`src/rtl/hazard_stall_unit.sv`:
```
// Pipeline hazard controller: decodes load-use, branch, divide and memory-wait
// hazards into per-latch stall/flush codes, sequences divide stalls, counts stalls.
module hazard_stall_unit #(
  parameter int unsigned DIV_LAT = 32
) (
  input  logic        clk,
  input  logic        rst,
  input  logic [4:0]  ID_rs,
  input  logic [4:0]  ID_rt,
  input  logic        ID_use_rs,
  input  logic        ID_use_rt,
  input  logic [4:0]  EX_rd,
  input  logic        EX_RegWrite,
  input  logic        EX_MemRead,
  input  logic        EX_branch_taken,
  input  logic        EX_div,
  input  logic        mem_busy,
  output logic        pc_hold,
  output logic [1:0]  IF_shouldstall,
  output logic [1:0]  ID_EX_ctrl,
  output logic [1:0]  EX_MEM_ctrl,
  output logic [1:0]  MEM_WB_ctrl,
  output logic        div_done,
  output logic [31:0] stall_cnt,
  output logic [31:0] flush_cnt
);

  typedef enum logic [1:0] {S_RUN, S_DIV, S_DONE} state_t;

  localparam logic [1:0] C_PASS  = 2'b00;
  localparam logic [1:0] C_HOLD  = 2'b01;
  localparam logic [1:0] C_FLUSH = 2'b10;

  state_t     state;
  logic [7:0] cnt;
  logic       div_stall;
  logic       load_use;
  logic       flush_issue;

  assign div_stall = (state == S_RUN && EX_div) || (state == S_DIV);

  // $0 is hard-wired zero, so a pending write to it is never a real dependency.
  assign load_use = EX_MemRead && EX_RegWrite && (EX_rd != 5'd0) &&
                    ((ID_use_rs && ID_rs == EX_rd) || (ID_use_rt && ID_rt == EX_rd));

  always_comb begin
    // NOTE: every output gets a default first so no path through the
    // if-chain leaves a signal unassigned, which would infer a latch.
    pc_hold        = 1'b0;
    IF_shouldstall = C_PASS;
    ID_EX_ctrl     = C_PASS;
    EX_MEM_ctrl    = C_PASS;
    MEM_WB_ctrl    = C_PASS;
    flush_issue    = 1'b0;
    if (!rst) begin
      pc_hold = 1'b0;
    end else if (mem_busy) begin
      pc_hold        = 1'b1;
      IF_shouldstall = C_HOLD;
      ID_EX_ctrl     = C_HOLD;
      EX_MEM_ctrl    = C_HOLD;
      MEM_WB_ctrl    = C_FLUSH;
    end else if (div_stall) begin
      pc_hold        = 1'b1;
      IF_shouldstall = C_HOLD;
      ID_EX_ctrl     = C_HOLD;
      EX_MEM_ctrl    = C_FLUSH;
    end else if (EX_branch_taken) begin
      IF_shouldstall = C_FLUSH;
      ID_EX_ctrl     = C_FLUSH;
      flush_issue    = 1'b1;
    end else if (load_use) begin
      pc_hold        = 1'b1;
      IF_shouldstall = C_HOLD;
      ID_EX_ctrl     = C_FLUSH;
    end
  end

  assign div_done = rst && (state == S_DONE);

  // NOTE: sequential state uses non-blocking assignments so every register
  // samples pre-edge values regardless of statement order.
  always_ff @(posedge clk or negedge rst) begin
    if (!rst) begin
      state <= S_RUN;
      cnt   <= 8'd0;
    end else if (!mem_busy) begin
      unique case (state)
        S_RUN: if (EX_div) begin
          state <= S_DIV;
          cnt   <= 8'(DIV_LAT - 1);
        end
        S_DIV: begin
          cnt <= cnt - 8'd1;
          if (cnt == 8'd1) state <= S_DONE;
        end
        S_DONE:  state <= S_RUN;
        default: state <= S_RUN;
      endcase
    end
  end

  always_ff @(posedge clk or negedge rst) begin
    if (!rst) begin
      stall_cnt <= 32'd0;
      flush_cnt <= 32'd0;
    end else begin
      if (pc_hold && stall_cnt != 32'hFFFF_FFFF)     stall_cnt <= stall_cnt + 32'd1;
      if (flush_issue && flush_cnt != 32'hFFFF_FFFF) flush_cnt <= flush_cnt + 32'd1;
    end
  end

endmodule
```
`config.mk`:
```
export PLATFORM = sky130hd
export DESIGN_NAME = hazard_stall_unit
export DESIGN_NICKNAME = d
export VERILOG_FILES = /design/src/rtl/hazard_stall_unit.sv
export SDC_FILE = /design/constraint.sdc
export NUM_CORES = 1
export LEC_CHECK = 0
export ABC_AREA = 1
export CAP_MARGIN = 20
export CORE_MARGIN = 3
export CORE_UTILIZATION = 50
export CTS_CLUSTER_DIAMETER = 200
export CTS_CLUSTER_SIZE = 12
export DETAILED_ROUTE_END_ITERATION = 10
export PLACE_DENSITY = 0.78
export REMOVE_ABC_BUFFERS = 1
export SYNTH_ARGS = -nofsm -noshare
export SYNTH_HDL_FRONTEND = slang
export SYNTH_SLANG_ARGS = --single-unit
export TNS_END_PERCENT = 30
```
`constraint.sdc`:
```
create_clock -name clk -period 2 [get_ports clk]
set_clock_uncertainty 0.1 [all_clocks]
set_input_delay 0.4 -clock clk [delete_from_list [all_inputs] [get_ports clk]]
set_output_delay 0.4 -clock clk [all_outputs]
set_load 0.05 [all_outputs]
```
After elaboration in Yosys (flattened, before gate mapping)
Cells that the tools add are included.

cells by class
  reductions and logical operators = 16
  bitwise gates (word level) = 1
  equality and inequality tests = 9
  add/subtract/negate cells = 3
  mux-type cells = 29

operators with widths
  cell                   count
  $add 32x1->32 const B  2
  $ne 32x32->1 const B   2
  $mux 2                 16
  $pmux 8 s2             1
  $eq 5x5->1             2
  $mux 1                 10
  $logic_and 1x1->1      9
  $eq 8x1->1 const B     1
  $mux 8                 1
  $sub 8x1->8 const B    1
  $reduce_and 3->1       2
  $reduce_bool 5->1      1
  $pmux 2 s2             1
  $eq 2x1->1 const B     1
  $eq 2x2->1 const B     1
  $logic_not 2->1        1
  $logic_or 1x1->1       2
  $ne 2x1->1 const B     1
  $ne 2x2->1 const B     1
  $reduce_bool 2->1      1
  $not 1->1              1

word-level totals
  word-level logic and storage cells = 62
  output and inout port bits = 74
  input port bits = 24
  bits in registers = 74

Depth between registers and ports, before layout
  depth after elaboration = 10
  mapped depth = 12

Least setup slack after synthesis
No wires, ideal clock.

  path kind = register to output
  from = register state[1]
  to = output port IF_shouldstall[0]
  setup slack = -1.158 ns
  cell stages (with the launch flop) = 8
  required time = 1.500 ns
  buffers on the path = 2
  arrival = 2.658 ns
  path through = dfrtp_1 > inv_1 > o21ai_0 > a21oi_1 > inv_1 > nand2_1 > clkbuf_1 > buf_4

on the way
  longest elaborated chain between the ends = 6

RTL lines
  item                    RTL line  RTL
  from (decl)             34        state_t state;
  from (signal assigned)  85        state <= S_RUN;
  from (signal assigned)  90        state <= S_DIV;
  from (signal assigned)  95        if (cnt == 8'd1) state <= S_DONE;
  $logic_not 2->1         40        assign div_stall = (state == S_RUN && EX_div) || (state == S_DIV);
  $logic_and 1x1->1       40
  $logic_or 1x1->1 *      40
  $mux 2 *                63        end else if (div_stall) begin
  $mux 2 *                57        end else if (mem_busy) begin
  $mux 2 *                55        if (!rst) begin
  to (decl)               19        output logic [1:0] IF_shouldstall,

Mark *: on every way between the ends. The rest lies on a longest branch, timed or not.

Worst setup path in the final report
  from = register state[0]
  to = output port IF_shouldstall[1]

Same word-level chain as after synthesis.

==> results.cfg <==
[drt]
ant_nets = 0
drc = 0
wl_mm = 14.3
first_iter_violations = 292
viasPerCell = 5.14
dr.pass1.iters = 5
wl_per_cell_um = 13.8
num_vias = 5317

[finish]
stdcell_count = 1035
ff_latch_area_um2 = 1850
diodes = 0
drive_gt1_share_pct = 21.2
fill_cells = 823
layout_commonest_cell = nand2_1
multi_input_area_um2 = 2750
postLayoutCoreUtil_pct = 71.2
postLayoutCellArea_um2 = 6710
nets = 929
final_cell_mix = nand2_1, buf_4, nor2_1
synthToLayoutAreaGrowth_pct = 36.3

[sta]
fin_crit_sh_pct = 101
setup_violations = 1
fin_tns_setup_ns = -0.0109
tightest_slew_ns = 0.913
rsz0062_at_grt = yes
fin_ws_ns = -0.0109
period_needed_ns = 2.01
drv_slew = 0
relSlewSlack_pct = 39.1
timing.fmax_mhz = 497
finalHoldViolations = 0

[synthesis]
ys_seq_area_share_pct = 37.6
syn_inst = 745
ys_warn_count = 0
synth_cell_type_count = 27
ys.flop_type = dfrtp_1
synth_edf_count = 0
synth_top_area_share_pct = 37.6
synthArstFlopShare_pct = 100
syn_area_per_cell_um2 = 6.61
yosys.area.top_type = dfrtp_1
synthTopCellsByArea = dfrtp_1, nand2_1, nor2_1, xor2_1, inv_1
syn_area_um2 = 4920
ys_ff_latch = 74

[setup_path]
worstPathArrival_ns = 1.51
critPathMaxFanout = 3
path_class = flop to output port
critPathLaunchType = flop
worstPathRequired_ns = 1.50
critPathCaptureType = output port

[clock_network]
clock_latency_ns = 0.36
cts_num_sinks = 74
htree_levels = 3
cts_tree = built
clockBufferDepth = 2
path_clk_slew_ns = 0.08
cts_buffers = 9
cts_root_buf = clkbuf_8

[job]
drv_cap = 0

[grt]
antenna_found_initial = 0
gr-usage-met2_pct = 42.2
overflow = 0
grt_use_met1_pct = 35.9
grt_pass1_wl_mm = 23.8
grt_util_met3_pct = 4.69
busiest_layer = met2
grt_max_degree = 73
grt_pass1_vias = 5060
grt_use_total_pct = 26.1

[die]
core_area_um2 = 9420
rows = 35
die_x_um = 105
fp.dieH_um = 105
start_util_pct = 52.3
io_pins = 98
dieArea_um2 = 11100

[power_and_ir_drop]
cellPowerDensity_nw_per_um2 = 827
switching_power_mw = 2.27
power.share.clock_pct = 24.9
p_leak_nw = 3.42
p_sw_share_pct = 40.9
peakVddDrop_uv = 457
p_int_mw = 3.28
p_seq_share_pct = 35.0
combPwrFrac_pct = 40.1

[placement]
dp_hpwl_mm = 10.9
placed_cell_area_um2 = 6350
place_inst = 1013
port-buffer-count = 96
globalplace.congestion = 0.983

[hold_path]
worstHoldPathType = primary input to async pin

[status]
status = finished with violations
violations = negative setup slack
layout make-up:
| type | instances | share of cell area (%) |
|---|---|---|
| clock inverter | 5 | 1.25 |
| sequential | 74 | 27.6 |
| clock buffer | 11 | 2.26 |
| tap | 129 | 2.41 |
| timing repair buffer | 162 | 21.3 |
| multi-input combinational | 580 | 41.0 |
| inverter | 74 | 4.14 |
metrics by stage:
stage	hold slack (ns)	worst slack, ns	power (mW)
3_3_place_gp	0.121	-0.280	4.03
3_5_place_dp	0.121	-0.328	4.09
5_1_grt	0.335	-0.0710	5.82
2_1_floorplan	0.00441	-1.67	3.17
6_report	0.244	-0.0109	5.55
4_1_cts	0.282	-0.00698	5.50
power by group through the flow:
stage          clock network (mW)  registers [mW]  logic [mW]
6_report                     1.38            1.94        2.23
3_5_place_dp                    0            1.95        2.14
3_3_place_gp                    0            1.94        2.10
5_1_grt                      1.46            1.97        2.39
2_1_floorplan                   0            2.50       0.668
4_1_cts                      1.40            1.93        2.17
metal layers:
metal	part of all wire, %	wire, µm
met1	45	6480
met2	46	6590
met3	6.7	953
met4	2.0	286
met5	0	0
final timing paths:
path | cells after the start | from | slack [ns] | to
hold reg to reg | 1 | cnt[6] | 0.40 | cnt[6]
max in group asynchronous | 2 | rst | 0.92 | stall_cnt[4]
setup reg to reg | 11 | flush_cnt[1] | 0.06 | flush_cnt[8]
hold / removal | 2 | rst | 0.24 | stall_cnt[19]
setup / recovery | 5 | state[0] | -0.01 | IF_shouldstall[1]
min in group clk | 4 | mem_busy | 0.38 | state[1]
state kept, by name (all words and copies together), names as in the netlist:
signal     cells
stall_cnt     32
state          2
flush_cnt     32
cnt            8
worst max-delay path, cell delays in order, from the launching register on:
cell	delay, ns
dfrtp_1	0.43
o21ai_4	0.19
nand3_2	0.11
nor2_2	0.17
buf_4	0.15
buf_12	0.12
synthesized netlist by cell type (all sizes together), types with 4 or more instances:
cell type,count
inv,74
nand4,12
nor3,27
ha,4
buf,13
a21oi,4
dfrtp,74
nand3b,6
nor2,106
o21ai,19
nand3,55
xnor2,10
clkbuf,4
nand2,297
xor2,36
repair_timing:
item | CTS | global route
buffers inserted | 2 | 3
hold buffers | 1 | 0
endpoints found under the setup margin | 6 | 54
gates resized for setup | 33 | 29
pin swaps | 13 | 7
endpoints found under the hold margin | 2 | 0
cells by family (layout without fill, tap and decap cells):
group | count (synthesis) | after routing | share of synthesized area [%]
and+or+nand+nor | 504 | 504 | 42.3
DFF | 74 | 74 | 37.6
other | 1 | 1 | 0.0762
xor gates and xnor gates | 46 | 46 | 8.19
buffers and inverters | 91 | 252 | 8.14
AOI/OAI and AO/OA | 25 | 25 | 2.64
adders and majority gates | 4 | 4 | 1.02
Note: power is estimated with default switching activity, not from simulation.
